## src/rtl/tdm_pkg.sv

```systemverilog
// Shared types and helpers for the 4-slot TDM receive path.
// Slot indices, the receiver state encoding and the slot-to-one-hot map live here.
package tdm_pkg;

  localparam int NUM_CH = 4;
  localparam int SEL_W  = 2;

  typedef enum logic {
    HUNT,
    RECV
  } state_t;

  function automatic logic [NUM_CH-1:0] onehot4(input logic [SEL_W-1:0] sel);
    logic [NUM_CH-1:0] one;
    one = NUM_CH'(1);
    return one << sel;
  endfunction

endpackage

```

## src/rtl/tdm_demux4_demux1_4.sv

```systemverilog
// Combinational 1:4 decoder: turns a slot index plus enable into a one-hot write enable.
module demux1_4
  import tdm_pkg::*;
(
  input  logic [SEL_W-1:0]  select,
  input  logic              en,
  output logic [NUM_CH-1:0] onehot
);

  always_comb begin
    onehot = en ? onehot4(select) : '0;
  end

endmodule

```

## src/rtl/tdm_demux4.sv

```systemverilog
// Receive side of a 4-slot TDM link: locks onto the slot-0 marker, collects four slot words
// in a shadow buffer and publishes them together as one parallel word per completed frame.
module tdm_demux4
  import tdm_pkg::*;
#(
  parameter int DATA_W = 1
) (
  input  logic                     clk,
  input  logic                     reset,
  input  logic [DATA_W-1:0]        din,
  input  logic                     valid,
  input  logic                     frame_start,
  output logic [NUM_CH*DATA_W-1:0] dout,
  output logic                     frame_valid,
  output logic [NUM_CH-1:0]        ch_strobe,
  output logic [SEL_W-1:0]         select,
  output logic                     sync_err
);

  state_t            state, state_next;
  logic [SEL_W-1:0]  sel_next, wr_sel;
  logic              wr_en, err_next, commit, clear_shadow;
  logic [NUM_CH-1:0] wr_onehot;
  logic [DATA_W-1:0] shadow [NUM_CH];

  logic resync, missing;
  assign resync  = (state == RECV) && valid && frame_start && (select != '0);
  assign missing = (state == RECV) && valid && !frame_start && (select == '0);

  always_ff @(posedge clk) begin
    if (reset) state <= HUNT;
    else       state <= state_next;
  end

  always_comb begin
    state_next = state;
    case (state)
      HUNT: if (valid && frame_start) state_next = RECV;
      RECV: if (missing) state_next = HUNT;
      default: state_next = HUNT;
    endcase
  end

  // A marker beat (fresh lock or resync) always lands in slot 0 and restarts the count.
  always_comb begin
    wr_en        = 1'b0;
    wr_sel       = select;
    sel_next     = select;
    err_next     = 1'b0;
    commit       = 1'b0;
    clear_shadow = 1'b0;
    if (valid) begin
      if ((state == HUNT && frame_start) || resync) begin
        wr_en        = 1'b1;
        wr_sel       = '0;
        sel_next     = SEL_W'(1);
        err_next     = resync;
        clear_shadow = resync;
      end else if (missing) begin
        err_next = 1'b1;
      end else if (state == RECV) begin
        wr_en    = 1'b1;
        sel_next = select + SEL_W'(1);
        commit   = (select == SEL_W'(NUM_CH-1));
      end
    end
  end

  demux1_4 u_demux (
    .select (wr_sel),
    .en     (wr_en),
    .onehot (wr_onehot)
  );

  // The last slot goes straight from din into dout so all channels change on one edge.
  always_ff @(posedge clk) begin
    if (reset) begin
      dout        <= '0;
      frame_valid <= 1'b0;
      ch_strobe   <= '0;
      select      <= '0;
      sync_err    <= 1'b0;
      for (int i = 0; i < NUM_CH; i++) shadow[i] <= '0;
    end else begin
      ch_strobe   <= wr_onehot;
      sync_err    <= err_next;
      frame_valid <= commit;
      select      <= sel_next;
      if (clear_shadow)
        for (int i = 0; i < NUM_CH; i++) shadow[i] <= '0;
      for (int i = 0; i < NUM_CH; i++)
        if (wr_onehot[i]) shadow[i] <= din;
      if (commit) begin
        for (int i = 0; i < NUM_CH-1; i++) dout[i*DATA_W +: DATA_W] <= shadow[i];
        dout[(NUM_CH-1)*DATA_W +: DATA_W] <= din;
      end
    end
  end

endmodule

```

## config.mk

```make
export PLATFORM = sky130hd
export DESIGN_NAME = tdm_demux4
export DESIGN_NICKNAME = d
export VERILOG_FILES = /design/src/rtl/tdm_pkg.sv /design/src/rtl/tdm_demux4_demux1_4.sv /design/src/rtl/tdm_demux4.sv
export SDC_FILE = /design/constraint.sdc
export NUM_CORES = 1
export LEC_CHECK = 0
export CAP_MARGIN = 10
export CORE_UTILIZATION = 45
export CTS_CLUSTER_DIAMETER = 50
export DETAILED_ROUTE_END_ITERATION = 8
export GPL_ROUTABILITY_DRIVEN = 0
export MAX_ROUTING_LAYER = met4
export PLACE_DENSITY = 0.74
export SETUP_SLACK_MARGIN = 0.5
export SLEW_MARGIN = 20
export SYNTH_ARGS = -nofsm -noshare
export SYNTH_HDL_FRONTEND = slang
export SYNTH_SLANG_ARGS = --single-unit
```

## constraint.sdc

```tcl
create_clock -name clk -period 2.5 [get_ports clk]
set_input_delay 0.25 -clock clk [delete_from_list [all_inputs] [get_ports clk]]
set_output_delay 0.25 -clock clk [all_outputs]
set_load 0.01 [all_outputs]
```

==> metrics, run 1 <==
FP Rows=13; crit path DAT=approximately 1.9 ns; Synth top area share=about two fifths; IO Port Bufs=16; Yosys cell types=28; CP startpoint kind=register; 1st-iter DRT viols=14; H-tree levels=1; largest net degree at the start of global routing=11; Die H=between 40 and 50 µm; final core utilization=about 67%; post-DP HPWL=973 µm; r2r startpoint=select[0]; maximum fanout along the worst path=5; clock buffer depth=2; All-Layer GR Usage=a little over a fifth; max_cap viols=0; drt total wl=1.35 mm; Final ANT Viol Nets=0; Place WS=around 0.56 ns; Final min period=about 1.9 ns; Cells on Worst Hold Path=2; fraction of the yosys area taken by sequential cells=roughly half; CP required=2.51 ns; 1st-pass router iterations=4; clock latency on the worst-skew pair=slightly below 0.3 ns; Peak VDD IR=between 0.3 and 0.4 mV; top cells by count, synth=14 x dfxtp_1, 7 x nand2_1, 6 x nor2_1; Layout Nets=94; Final Hold Vio Count=0; Post-synth ARST share=0%; Fmax=around 0.54 GHz; drt wl/cell=13.3 µm; pwr dens=~550 mW/mm²; Antenna diodes=0; GR Overflow Total=0; endpoint type of the worst setup path=register; #FFs+latches synth=16; RSZ-0062 raised after global routing=false; total power=between 0.4 and 0.5 mW; Post-Syn Area=668 µm²; clock root buffer=clkbuf_4; slew at the pin closest to its max-slew limit=approximately 0.37 ns; Post-synth EDFFs=2; largest cells by area after synthesis=dfxtp_1 42%, edfxtp_1 9.0%, mux2i_1 7.5%, nand2_1 3.9%, ha_1 3.7%; clock skew=0.00287 ns; worst hold slack=around 0.48 ns; number of global-route vias before repair=between 400 and 500; Synth Area per Inst=9.97 µm²; period utilization=~74%; cts hold-fix bufs=0; CP startpoint=select[0]; dominant cell type by area after synthesis=dfxtp_1; Pins Over Slew Limit=0; most common flop cell mapped by yosys=dfxtp_1; most frequent cell after synthesis=dfxtp_1; first-pass GRT wire length=1.98 mm; I/O pin cnt=17; Clock Pin Slew Worst Setup and Hold Paths=around 0.09 ns; Post-route DRC=0; leakage power=about 0.38 nW; status=finished, final reports clean; CTS buffer count=3; initial antenna violation count=0; Worst Setup Slack, final=0.645 ns; number of synthesis warnings=0; Hold Startpoint=shadow[2]; via count=about 550; critical path type=register to register; clk sink count=16; Die Wd=approximately 40 µm; Initial Util=around 50%; Hold Crit Class=register to register; post-synthesis cell count=67; syn nets=74; share of post-route cells with drive strength above 1=~14%; final setup TNS=0 ns; Slew headroom=75.4%; Final setup violation count=0; synthesis-to-layout area growth=33.9%; clock tree from TritonCTS=built; Via density=5.47; r2r worst-path depth=6; die area=approximately 0.0016 mm²; Core Footprint=0.00133 mm²
==> metrics by stage <==
stage               std cells  instance area, µm²
finish                    101                 895
global route              101                 895
CTS                       100                 868
detailed placement         96                 832
global placement           96                 832
floorplan                  67                 668
==> sequential cells by signal, summed over array words and instances, names as in the netlist <==
register / count
ch_strobe: 4
dout: 4
frame_valid: 1
select: 2
shadow: 3
state: 1
sync_err: 1
==> path summary, 6_finish.rpt <==
kind / to / slack [ns]
max: shadow[1] / 0.65
min: shadow[2] / 0.48
max reg2reg: shadow[1] / 0.65
min reg2reg: shadow[2] / 0.48
==> worst max-delay path: stages (launching register included) <==
cell and delay (ns):
dfxtp_2 0.39, inv_1 0.12, ha_1 0.29, xnor2_2 0.25
nand3_1 0.19, nor4_4 0.20, nand2b_1 0.14
==> where the power goes <==
part	switching, mW	internal [mW]
registers	0.00521	0.266
clock network	0.0818	0.0888
logic	0.0275	0.0260
==> placed cells by master (no fill, tap or decap), types with 2 or more instances in the layout <==
cell type / n
buf_4: 2
dfxtp_2: 2
nand2_1: 7
clkbuf_4: 3
edfxtp_1: 2
clkdlybuf4s50_1: 16
and2_1: 2
ha_1: 2
inv_1: 5
nand2b_1: 3
nand4_1: 2
a21oi_1: 2
nor2_1: 6
dfxtp_1: 12
mux2i_1: 5
==> cell type report <==
class | instances | area (µm²)
Fill cell | 112 | 439
Sequential cell | 16 | 343
Timing Repair Buffer | 18 | 175
Tap cell | 15 | 18.8
Clock buffer | 4 | 36.3
Multi-Input combinational cell | 43 | 303
Inverter | 5 | 18.8
==> timing repair <==
item,CTS,global route
setup buffers,0,1
endpoints found under the hold margin,0,0
endpoints found under the setup margin,0,6
resized for setup,0,4
==> cells by family after synthesis <==
kind of cell               Yosys count  synth area share [%]
and+or+nand+nor                     27                  22.7
DFF                                 16                  50.9
AOI/OAI and AO/OA                    8                  7.68
xor gates and xnor gates             1                  1.31
muxes                                5                  7.49
buffers and inverters                8                  6.18
adders and majority gates            2                  3.74
==> layer usage <==
| layer | track usage, % | up-vias | routed length [µm] |
|---|---|---|---|
| met3 | 10.0 | 5 | 88 |
| met2 | 31.7 | 28 | 681 |
| li1 | - | 270 | - |
| met4 | 10.0 | 0 | 29 |
| met1 | 22.5 | 249 | 547 |
| met5 | - | - | 0 |
(Power assumes the default switching activity.)
==> run 2: changes to the inputs <==
--- a/config.mk
+++ b/config.mk
@@ -6,12 +6,13 @@
 export NUM_CORES = 1
 export LEC_CHECK = 0
 export CAP_MARGIN = 10
-export CORE_UTILIZATION = 45
+export CORE_ASPECT_RATIO = 1.2
+export CORE_UTILIZATION = 41
 export CTS_CLUSTER_DIAMETER = 50
 export DETAILED_ROUTE_END_ITERATION = 8
 export GPL_ROUTABILITY_DRIVEN = 0
 export MAX_ROUTING_LAYER = met4
-export PLACE_DENSITY = 0.74
+export PLACE_DENSITY = 0.71
 export SETUP_SLACK_MARGIN = 0.5
 export SLEW_MARGIN = 20
 export SYNTH_ARGS = -nofsm -noshare
==> constraint.sdc (replaced) <==
create_clock -name clk -period 1.5 [get_ports clk]
set_input_delay 0.15 -clock clk [delete_from_list [all_inputs] [get_ports clk]]
set_output_delay 0.15 -clock clk [all_outputs]
set_load 0.01 [all_outputs]
==> run 2 against run 1 <==
Against the previous run:
- largest power group unchanged
- global-route usage is 0.17 points higher
- clock power is 38% higher
- final cell count is 27% higher
- hold slack worse by 0.059 ns
- power is 78% higher
- sequential share of layout area is 8.9 points lower
- the run now ends with negative setup slack left
- first-iteration DRC count is 14% lower
- largest cell class is now multi-input combinational cells
- highest routed layer unchanged
- final area is 34% higher
==> metrics, run 2 (synthesis results as in run 1) <==
cts hold-fix bufs=0; Core Footprint=0.00148 mm²; Die H=about 46 µm; Post-route DRC=0; period utilization=101%; status=complete, but fails checks; I/O pin cnt=17; clock root buffer=clkbuf_4; commonest non-fill, non-tap cell in the layout=buf_4; share of post-route cells with drive strength above 1=60.4%; H-tree levels=1; most frequent cells in the layout=17 x buf_4, 12 x buf_6, 9 x dfxtp_1; synthesis-to-layout area growth=79.0%; All-Layer GR Usage=21.0%; Die Wd=slightly below 40 µm; RSZ-0062 raised after global routing=true; CP required=1.68 ns; Cells on Worst Hold Path=3; 1st-pass router iterations=4; r2r startpoint=select[1]; Hold Startpoint=frame_start; GR Overflow Total=0; Peak VDD IR=~0.67 mV; slew at the pin closest to its max-slew limit=0.470 ns; hold endpoint=ch_strobe[0]; clk sink count=16; Via density=roughly 5; pwr dens=between 700 and 800 mW/mm²; max_cap viols=0; Layout Nets=119; critical path type=register to register; clock latency on the worst-skew pair=roughly 0.29 ns; Worst Setup Slack, final=-0.0171 ns; Pins Over Slew Limit=0; Slew headroom=68.6%; worst reg-to-reg setup slack=-0.02 ns; r2r worst-path depth=7; via count=655; FP Rows=15; total power=about 0.88 mW; IO Port Bufs=16; crit path DAT=~1.7 ns; 1st-iter DRT viols=12; clock buffer depth=2; Largest regs=ch_strobe (4), dout (4), shadow (3); die area=between 0.0015 and 0.002 mm²; Antenna diodes=0; failing checks=negative setup slack; Clock Pin Slew Worst Setup and Hold Paths=roughly 0.09 ns; Place WS=-0.287 ns; Final Hold Vio Count=0; CP startpoint kind=register; Hold Crit Class=primary input to register; drt total wl=approximately 1.9 mm; Initial Util=a little under half; drt wl/cell=14.7 µm; final setup TNS=-0.0171 ns; CTS buffer count=3; fillcell total=between 90 and 100; r2r endpoint=shadow[2]; first-pass GRT wire length=about 2.5 mm; clock skew=approximately 0.01 ns; initial antenna violation count=0; post-DP HPWL=approximately 1.0 mm; Final min period=1.52 ns; maximum fanout along the worst path=3; Fmax=0.659 GHz; largest net degree at the start of global routing=10; Final setup violation count=1; number of global-route vias before repair=around 590; Layout Cells excl Fill=roughly 130; # placed instances=112; endpoint type of the worst setup path=register; clock tree from TritonCTS=built; Final ANT Viol Nets=0; leakage power=approximately 0.56 nW
-- run 2: worst max path at each step --
| stage | startpoint | to | slack (ns) |
|---|---|---|---|
| after floorplan | select[1] | shadow[1] | -0.06 |
| after global placement | frame_start | shadow[1] | -0.24 |
| after detailed placement | frame_start | shadow[1] | -0.29 |
| after CTS | select[0] | shadow[2] | 0.01 |
| after global routing | select[1] | shadow[2] | -0.04 |
| final | select[1] | shadow[2] | -0.02 |
-- run 2: power by group --
group	leakage (nW)	switching, mW	internal (mW)	total (mW)
clock	0.0150	0.133	0.103	0.236
sequential	0.137	0.00773	0.441	0.449
combinational	0.411	0.0883	0.107	0.195
total	0.563	0.229	0.651	0.880
-- run 2: per-stage QoR --
stage	area, µm²	hold WS, ns	utilization, %
after floorplan	717	0.223	-
after global placement	988	0.455	66.7
after detailed placement	988	0.467	66.7
after CTS	1110	0.479	74.9
after global routing	1200	0.447	80.7
final	1200	0.417	80.7
-- run 2: critical path, cell delays in order, from the launching register on --
cell and delay [ns]:
dfxtp_4 0.36, inv_4 0.06, ha_4 0.19, buf_6 0.13
nand2_4 0.05, nand2_4 0.09, or3b_4 0.39, mux2i_1 0.13
-- run 2: cell type report --
| type | count | area (µm²) | area share [%] |
|---|---|---|---|
| well taps | 17 | 21.3 | 1.78 |
| multi-input cells | 43 | 418 | 34.9 |
| inverters | 5 | 23.8 | 1.99 |
| clock buffers | 4 | 26.3 | 2.20 |
| repair buffers | 43 | 355 | 29.7 |
| flip-flops and latches | 16 | 352 | 29.4 |
-- run 2: repair_timing --
item / in CTS / in global routing
gates resized for setup: 45 / 30
buffers inserted: 4 / 8
pin swaps: 5 / 6
endpoints found under the setup margin: 30 / 30
-- run 2: routing by layer --
layer	global-route usage (%)	share of wire (%)
met5	-	0
met4	8.97	1.2
met3	5.80	3.5
met2	33.0	52
met1	24.9	43
